File: src/rtl/grom_io_pkg.sv
// Shared constants and helpers for the grom I/O port peripheral.
package grom_io_pkg;

  localparam int IO_DW = 8;

  localparam logic [7:0] IO_PORT_BASE = 8'h00;
  localparam logic [7:0] IO_IN_LEVEL  = 8'h10;
  localparam logic [7:0] IO_IN_EDGE   = 8'h11;
  localparam logic [7:0] IO_ID        = 8'h12;

  // Which register an I/O address selects, resolved once by the decoder.
  typedef enum logic [2:0] {
    SEL_NONE,
    SEL_PORT,
    SEL_LEVEL,
    SEL_EDGE,
    SEL_ID
  } io_sel_e;

  // Identification byte: output port count in the high nibble, input count low.
  function automatic logic [7:0] io_id(input logic [3:0] n_out, input logic [3:0] n_in);
    return {n_out, n_in};
  endfunction

endpackage

File: src/rtl/grom_debounce.sv
// Two-flop synchroniser plus stability counter for one raw button input.
module grom_debounce #(
  parameter int DEBOUNCE_CYCLES = 250000
) (
  input  logic i_Clk,
  input  logic i_Rst_n,
  input  logic i_Raw,
  output logic o_Stable,
  output logic o_Rise
);

  localparam int CNT_W = $clog2(DEBOUNCE_CYCLES);
  localparam logic [CNT_W-1:0] CNT_LAST = CNT_W'(DEBOUNCE_CYCLES - 1);

  logic             sync1_q, sync1_d;
  logic             sync2_q, sync2_d;
  logic             stable_q, stable_d;
  logic [CNT_W-1:0] cnt_q, cnt_d;

  // Count consecutive disagreeing cycles; accept the new level at the terminal count.
  always_comb begin
    sync1_d  = i_Raw;
    sync2_d  = sync1_q;
    stable_d = stable_q;
    cnt_d    = '0;
    if (sync2_q != stable_q) begin
      if (cnt_q == CNT_LAST) begin
        stable_d = sync2_q;
      end else begin
        cnt_d = cnt_q + 1'b1;
      end
    end
  end

  // Synchroniser, accepted level and counter registers.
  always_ff @(posedge i_Clk) begin
    if (!i_Rst_n) begin
      sync1_q  <= 1'b0;
      sync2_q  <= 1'b0;
      stable_q <= 1'b0;
      cnt_q    <= '0;
    end else begin
      sync1_q  <= sync1_d;
      sync2_q  <= sync2_d;
      stable_q <= stable_d;
      cnt_q    <= cnt_d;
    end
  end

  assign o_Stable = stable_q;
  assign o_Rise   = stable_d & ~stable_q;

endmodule

File: src/rtl/grom_io_port.sv
// Bank of read/write output ports plus debounced buttons with sticky rise flags.
module grom_io_port
  import grom_io_pkg::*;
#(
  parameter int NUM_OUT         = 4,
  parameter int NUM_IN          = 4,
  parameter int DEBOUNCE_CYCLES = 250000
) (
  input  logic                     i_Clk,
  input  logic                     i_Rst_n,
  input  logic [11:0]              i_Addr,
  input  logic [IO_DW-1:0]         i_Data,
  input  logic                     i_We,
  input  logic                     i_Ioreq,
  output logic [IO_DW-1:0]         o_Rd_Data,
  input  logic [NUM_IN-1:0]        i_Buttons,
  output logic [NUM_OUT*IO_DW-1:0] o_Ports,
  output logic [NUM_OUT-1:0]       o_Wr_Strobe
);

  logic [NUM_OUT-1:0][IO_DW-1:0] ports_q, ports_d;
  logic [NUM_OUT-1:0]            wr_strobe_q, wr_strobe_d;
  logic [IO_DW-1:0]              rd_data_q, rd_data_d;
  logic [NUM_IN-1:0]             edge_flags_q, edge_flags_d;

  logic [NUM_IN-1:0]  in_level;
  logic [NUM_IN-1:0]  in_rise;
  logic [7:0]         port_addr;
  logic [NUM_OUT-1:0] port_hit;
  logic               wr_en;
  logic               rd_en;
  io_sel_e            sel;
  logic               unused_addr_hi;

  assign port_addr      = i_Addr[7:0];
  assign unused_addr_hi = ^i_Addr[11:8];

  for (genvar i = 0; i < NUM_IN; i++) begin : g_in
    grom_debounce #(
      .DEBOUNCE_CYCLES(DEBOUNCE_CYCLES)
    ) u_debounce (
      .i_Clk   (i_Clk),
      .i_Rst_n (i_Rst_n),
      .i_Raw   (i_Buttons[i]),
      .o_Stable(in_level[i]),
      .o_Rise  (in_rise[i])
    );
  end

  // Decode the port number into a register select and a one-hot port match.
  always_comb begin
    wr_en    = i_Ioreq & i_We;
    rd_en    = i_Ioreq & ~i_We;
    port_hit = '0;
    sel      = SEL_NONE;
    for (int k = 0; k < NUM_OUT; k++) begin
      if (port_addr == IO_PORT_BASE + 8'(k)) begin
        port_hit[k] = 1'b1;
        sel         = SEL_PORT;
      end
    end
    if (port_addr == IO_IN_LEVEL) sel = SEL_LEVEL;
    if (port_addr == IO_IN_EDGE)  sel = SEL_EDGE;
    if (port_addr == IO_ID)       sel = SEL_ID;
  end

  // Port bank update and the one-cycle strobe marking which port was written.
  always_comb begin
    ports_d     = ports_q;
    wr_strobe_d = '0;
    for (int k = 0; k < NUM_OUT; k++) begin
      if (wr_en && port_hit[k]) begin
        ports_d[k]     = i_Data;
        wr_strobe_d[k] = 1'b1;
      end
    end
  end

  // Sticky rise flags: write-one-to-clear first, then a new rise sets so it wins.
  always_comb begin
    edge_flags_d = edge_flags_q;
    if (wr_en && sel == SEL_EDGE) begin
      edge_flags_d = edge_flags_q & ~i_Data[NUM_IN-1:0];
    end
    edge_flags_d = edge_flags_d | in_rise;
  end

  // Read mux; the captured value holds until the next I/O read.
  always_comb begin
    rd_data_d = rd_data_q;
    if (rd_en) begin
      rd_data_d = '0;
      case (sel)
        SEL_PORT: begin
          for (int k = 0; k < NUM_OUT; k++) begin
            if (port_hit[k]) rd_data_d = ports_q[k];
          end
        end
        SEL_LEVEL: rd_data_d = IO_DW'(in_level);
        SEL_EDGE:  rd_data_d = IO_DW'(edge_flags_q);
        SEL_ID:    rd_data_d = io_id(4'(NUM_OUT), 4'(NUM_IN));
        default:   rd_data_d = '0;
      endcase
    end
  end

  // All architectural registers; reset overrides any access in the same cycle.
  always_ff @(posedge i_Clk) begin
    if (!i_Rst_n) begin
      ports_q      <= '0;
      wr_strobe_q  <= '0;
      rd_data_q    <= '0;
      edge_flags_q <= '0;
    end else begin
      ports_q      <= ports_d;
      wr_strobe_q  <= wr_strobe_d;
      rd_data_q    <= rd_data_d;
      edge_flags_q <= edge_flags_d;
    end
  end

  assign o_Ports     = ports_q;
  assign o_Wr_Strobe = wr_strobe_q;
  assign o_Rd_Data   = rd_data_q;

endmodule

File: config.mk
export PLATFORM = sky130hd
export DESIGN_NAME = grom_io_port
export DESIGN_NICKNAME = d
export VERILOG_FILES = /design/src/rtl/grom_io_pkg.sv /design/src/rtl/grom_debounce.sv /design/src/rtl/grom_io_port.sv
export SDC_FILE = /design/constraint.sdc
export NUM_CORES = 1
export LEC_CHECK = 0
export ABC_AREA = 1
export CAP_MARGIN = 5
export CORE_ASPECT_RATIO = 0.5
export CORE_MARGIN = 8
export CORE_UTILIZATION = 40
export CTS_BUF_LIST = sky130_fd_sc_hd__clkbuf_4 sky130_fd_sc_hd__clkbuf_8
export CTS_CLUSTER_SIZE = 25
export DETAILED_ROUTE_END_ITERATION = 8
export HOLD_SLACK_MARGIN = 0.03
export SYNTH_ARGS = -nofsm -noshare
export SYNTH_HDL_FRONTEND = slang
export SYNTH_SLANG_ARGS = --single-unit
File: constraint.sdc
create_clock -name i_Clk -period 2.21 [get_ports i_Clk]
set_clock_uncertainty 0.2 [all_clocks]
set_input_delay 0.442 -clock i_Clk [delete_from_list [all_inputs] [get_ports i_Clk]]
set_output_delay 0.442 -clock i_Clk [all_outputs]
set_load 0.05 [all_outputs]
* Word level (Yosys, flattened, before mapping) *
Index checks and enable logic that the tools add are counted.

storage, ports and cells
  register bits after elaboration = 132
  input port bits = 28
  output and inout port bits = 44

cells by class
  add/subtract/negate cells = 4
  equality and inequality tests = 18
  multiplexer cells = 29
  bitwise gates (word level) = 19
  reductions and logical operators = 10

operators with widths
  kind                                                  count
  adder 18 x 1 -> 18 bit (second input constant)        4
  equality test 18 bit (second input constant)          4
  two-way mux 8 bit                                     4
  case mux 8 bit (4 select lines)                       1
  equality test 8 x 5 -> 1 bit (second input constant)  3
  two-way mux 3 bit                                     6
  two-way mux 1 bit                                     17
  equality test 8 x 2 -> 1 bit (second input constant)  2
  OR reduction 3 bit                                    4
  inverter 1 bit                                        10
  equality test 8 x 1 -> 1 bit (second input constant)  1
  logical NOT 8 bit                                     1
  AND 1 bit                                             6
  equality test 3 x 2 -> 1 bit (second input constant)  2
  logical AND 1 bit                                     5
  AND 4 bit                                             1
  two-way mux 4 bit                                     1
  inequality test 1 bit                                 4
  inverter 4 bit                                        1
  OR 4 bit                                              1
  equality test 3 x 1 -> 1 bit (second input constant)  1
  equality test 3 bit (second input constant)           1

* Logic depth before layout (Yosys ltp) *
  depth in word-level cells = 12
  depth in mapped cells = 10
  depth with buffers taken out = 10

* By module *
Synthesis repeated with hierarchy kept, for this count alone.

second synthesis, totals
  cells, all modules = 933
  area, all modules = 6453.7 µm²

modules (own cells, without submodules)
  module         instances  cells an instance  area an instance (µm²)  sequential area each (µm²)
  grom_debounce  4          160                1069.8                  420.4
  grom_io_port   1          293                2174.6                  960.9

* Worst setup path after synthesis *
No wires, ideal clock.

  kind = reg-to-reg
  start point = register g_in[2].u_debounce.cnt_q[0]
  end point = register g_in[2].u_debounce.cnt_q[4]
  arrival = 1.545 ns
  data required time = 1.893 ns
  slack = 0.348 ns
  cell stages (with the launch flop) = 9
  cell sequence = dfxtp_1 > ha_1 > nand2_2 > inv_2 > nand2_1 > or2_4 > o31ai_4 > buf_6 > a21oi_1

on the way
  word-level cells in the longest chain between the ends = 2
  elaborated cells between the ends (all ways) = 3
  those cells by class = 1 x add/sub; 1 x eq/ne; 1 x reduce/logical

RTL lines
  item                                                                            line                 text
  start: declaration                                                              grom_debounce.sv:18  logic [CNT_W-1:0] cnt_q, cnt_d;
  start signal: assignment                                                        grom_debounce.sv:46  cnt_q <= cnt_d;
  parallel branches: the longest is 2 deep, another holds adder 18 x 1 -> 18 bit  n/a

Several ways; the timed one is not identified.
A chain may end at the register's enable or synchronous reset.

* Final worst setup path *
  start point = register wr_strobe_q[0] (netlist: o_Wr_Strobe[0])
  end point = output o_Wr_Strobe[0]

RTL lines
  item                      line                 text
  start: declaration        grom_io_port.sv:22   logic [NUM_OUT-1:0] wr_strobe_q, wr_strobe_d;
  start signal: assignment  grom_io_port.sv:116  wr_strobe_q <= wr_strobe_d;
  end: declaration          grom_io_port.sv:18   output logic [NUM_OUT-1:0] o_Wr_Strobe

No word-level cell between the ends.

==> impl_metrics.py <==
metrics = {
    "status": {
        "outcome": "finished clean",
    },
    "layout": {
        "antenna_cells": 0,
        "layout-drive-gt1-share_pct": 12.53,
        "design.final.nets": 930,
        "final_cell_area_mm2": 0.007284,
        "finalCoreUtilization_pct": 50.35,
        "syn_to_final_growth_pct": 23.14,
        "fin_cells": 1108,
    },
    "power": {
        "internal_power_w": 0.003501,
        "powerDensity_mw_per_mm2": 632.0,
        "netSwitchingPower_w": 0.001103,
        "leakage_power_nw": 2.951,
        "power.sequential.fraction_pct": 52.0,
        "combPwrFrac_pct": 3.4,
        "switching_share_pct": 23.95,
        "power.clock.fraction_pct": 44.6,
        "irDropWorstVdd_mv": 0.3998,
    },
    "global_route": {
        "grt_max_degree": 37,
        "grt_pass1_vias": 5044,
        "grt_antenna_before_repair": 0,
        "gr-total-overflow": 0,
        "first_pass_grt_wire_length_um": 23580,
        "grt_util_overall_pct": 14.79,
    },
    "setup_path": {
        "cp_top_family": "buffers and inverters",
        "critPathRequiredTime_ps": 1570,
        "worst-path-max-fanout": 1,
        "endpoint_kind": "output port",
        "critPathBufInv": 1,
        "crit_type": "register to output port",
        "worst_path_max_stage_delay_ps": 790,
        "worst_path_max_delay_cell": "sky130_fd_sc_hd__clkdlybuf4s50_1",
        "worstPathArrival_ps": 1520,
        "worstSetupStartpointType": "register",
        "critical_path.cell_chain": "clkdlybuf4s50_1",
    },
    "place": {
        "finalWeightedCongestion": 0.8053,
        "detailedPlacementHpwl_um": 10370,
        "post_dp_cell_area_mm2": 0.006909,
        "place.detailed.instances": 1077,
        "buffer_ports.inserted": 67,
    },
    "sta": {
        "achievable-frequency_ghz": 0.4622,
        "unrepaired_setup_endpoints_after_global_routing": "no",
        "timing.slew.headroom_pct": 64.58,
        "setup-tns-final_ps": 0,
        "finalHoldViolations": 0,
        "fin_crit_ps": 2164,
        "period_share_pct": 97.90,
        "timing_worst_slew_pin_value_ps": 530.5,
        "slew_viol_final": 0,
        "final_setup_violation_count": 0,
    },
    "synthesis": {
        "post-synth-top-area-cell": "sky130_fd_sc_hd__dfxtp_1",
        "post_synth_main_area_contributors": "sky130_fd_sc_hd__dfxtp_1, sky130_fd_sc_hd__nand2_1, sky130_fd_sc_hd__a21oi_1, sky130_fd_sc_hd__inv_1, sky130_fd_sc_hd__nor2_1",
        "synth_fp_nets": 831,
        "synth_cell_type_count": 43,
        "synth_top_area_share_pct": 44.67,
        "post_synth.cell_area_avg_um2": 7.404,
        "synth_seq_cells": 132,
        "post_synth_inst_count": 799,
        "yosysSeqAreaShare_pct": 44.67,
        "netlist_area_mm2": 0.005916,
        "synth.yosys.warnings": 0,
    },
    "die": {
        "io_pins": 72,
        "die_area_mm2": 0.01917,
        "core.rowCount": 31,
        "fp.dieW_um": 188.0,
        "fp.coreArea_mm2": 0.01447,
        "die_h_um": 102.0,
        "initial_core_util_pct": 40.89,
    },
    "clocking": {
        "clk_pin_slew_worst_paths_ps": 80,
        "clock_root_buffer": "sky130_fd_sc_hd__clkbuf_8",
        "clock_insertion_delay_worst_skew_ps": 420,
        "htree_levels": 4,
        "cts_tree": "done",
        "cts_hold_repair.buffers": 0,
        "cts-buffers-inserted": 17,
        "cts-root-to-sink-buffers": 2,
        "cts.sink_count": 132,
        "postCtsSetupBuffers": 0,
    },
    "route": {
        "remaining_drc_errors": 0,
        "dr.first_iter.drc_count": 245,
        "drt-wirelength-per-cell_um": 12.62,
        "detailedRoute.firstPassIterationCount": 5,
        "drt-total-wl_um": 13980,
        "route.vias.total": 5310,
        "ant_nets": 0,
        "via_per_inst": 4.792,
    },
    "hold_path": {
        "hp-class": "register to register",
    },
    "run": {
        "drv_cap": 0,
    },
}
==> state kept, by name (all words and copies together), names as in the netlist <==
signal / cells
g_in.u_debounce.cnt_q: 72
edge_flags_q: 4
g_in.u_debounce.sync2_q: 4
o_Wr_Strobe: 4
o_Rd_Data: 8
g_in.u_debounce.o_Stable: 4
g_in.u_debounce.sync1_q: 4
o_Ports: 32
==> metrics by stage <==
step | total power, W | setup slack, ps | hold slack (ps)
finish | 0.004604 | 46.35 | 214.9
detailed placement | 0.002607 | -98.18 | 199.8
global placement | 0.002606 | -68.46 | 203.0
floorplan | 0.002520 | 347.9 | 190.5
CTS | 0.004648 | 0.1884 | 217.9
global route | 0.004758 | 4.383 | 226.1
==> kinds of logic (layout without fill, tap and decap cells) <==
kind of cell / count (synthesis) / count (layout) / synth area share, %
and+or+nand+nor: 389 / 389 / 30.92
AOI/OAI and AO/OA: 145 / 145 / 13.24
DFF: 132 / 132 / 44.67
buffers and inverters: 114 / 225 / 8.100
xor gates and xnor gates: 15 / 15 / 2.221
adders and majority gates: 4 / 4 / 0.8461
==> per-layer routing <==
metal  GRT usage (%)  up-vias  part of all wire, %
li1                -     2833                    -
met1           19.65     2414                   52
met2           23.74       59                   44
met3           3.849        4                  3.4
met4           3.730        0                 0.42
met5               0        -                    0
==> area by class of cell <==
class                           count  area (µm²)
Tap cell                          198       247.7
Clock inverter                     13       148.9
Multi-Input combinational cell    553        2799
Inverter                           99       371.6
Fill cell                        1457        7183
Sequential cell                   132        2643
Clock buffer                       18       247.7
Timing Repair Buffer               95       827.0
==> cell usage in the layout, fill, tap and decap left out, types with 5 or more instances in the layout <==
| master | count |
|---|---|
| sky130_fd_sc_hd__clkdlybuf4s50_1 | 24 |
| sky130_fd_sc_hd__nor2_2 | 5 |
| sky130_fd_sc_hd__o211ai_1 | 6 |
| sky130_fd_sc_hd__nor3b_1 | 7 |
| sky130_fd_sc_hd__dlygate4sd2_1 | 25 |
| sky130_fd_sc_hd__nand2_1 | 155 |
| sky130_fd_sc_hd__a21oi_1 | 73 |
| sky130_fd_sc_hd__o21ai_0 | 53 |
| sky130_fd_sc_hd__buf_4 | 43 |
| sky130_fd_sc_hd__nor3_1 | 43 |
| sky130_fd_sc_hd__nand3b_1 | 11 |
| sky130_fd_sc_hd__or2_2 | 12 |
| sky130_fd_sc_hd__dfxtp_1 | 132 |
| sky130_fd_sc_hd__nand2_2 | 5 |
| sky130_fd_sc_hd__xor2_1 | 12 |
| sky130_fd_sc_hd__nand4_1 | 20 |
| sky130_fd_sc_hd__clkbuf_8 | 18 |
| sky130_fd_sc_hd__inv_1 | 93 |
| sky130_fd_sc_hd__nor2_1 | 79 |
| sky130_fd_sc_hd__nor4_1 | 6 |
| sky130_fd_sc_hd__nand3_1 | 30 |
==> synth_stat cells (all sizes together) <==
| master | count |
|---|---|
| o211ai | 6 |
| and3 | 3 |
| o21ai | 56 |
| or2 | 18 |
| clkinv | 2 |
| clkbuf | 5 |
| o31ai | 1 |
| nor4 | 6 |
| inv | 97 |
| nand4 | 20 |
| dfxtp | 132 |
| ha | 4 |
| nand2 | 162 |
| a211oi | 2 |
| nor3b | 7 |
| a31oi | 3 |
| nand3b | 11 |
| xor2 | 12 |
| xnor2 | 3 |
| o21a | 1 |
| buf | 10 |
| nor3 | 46 |
| a21oi | 76 |
| nor2 | 86 |
| nand3 | 30 |
==> final timing paths <==
kind / start / endpoint / slack, ps / cells past startpoint
worst max-delay path: o_Wr_Strobe[0] / o_Wr_Strobe[0] / 50 / 1
worst min register to register: g_in[3].u_debounce.sync1_q / g_in[3].u_debounce.sync2_q / 210 / 2
worst max register to register: g_in[0].u_debounce.cnt_q[0] / g_in[0].u_debounce.cnt_q[17] / 220 / 9
worst min-delay path: g_in[3].u_debounce.sync1_q / g_in[3].u_debounce.sync2_q / 210 / 2
==> power by group through the flow <==
stage	combinational, W	clock [W]	sequential (W)
2_1_floorplan	0.0000700	0	0.00245
3_3_place_gp	0.000158	0	0.00245
3_5_place_dp	0.000158	0	0.00245
4_1_cts	0.000159	0.00210	0.00239
5_1_grt	0.000174	0.00219	0.00239
6_report	0.000158	0.00205	0.00239
==> timing repair <==
item | CTS | global route
resized for setup | 25 | 3
hold endpoints to repair | 0 | 0
pin swaps | 0 | 0
endpoints found under the setup margin | 25 | 3
(Power assumes the default switching activity.)
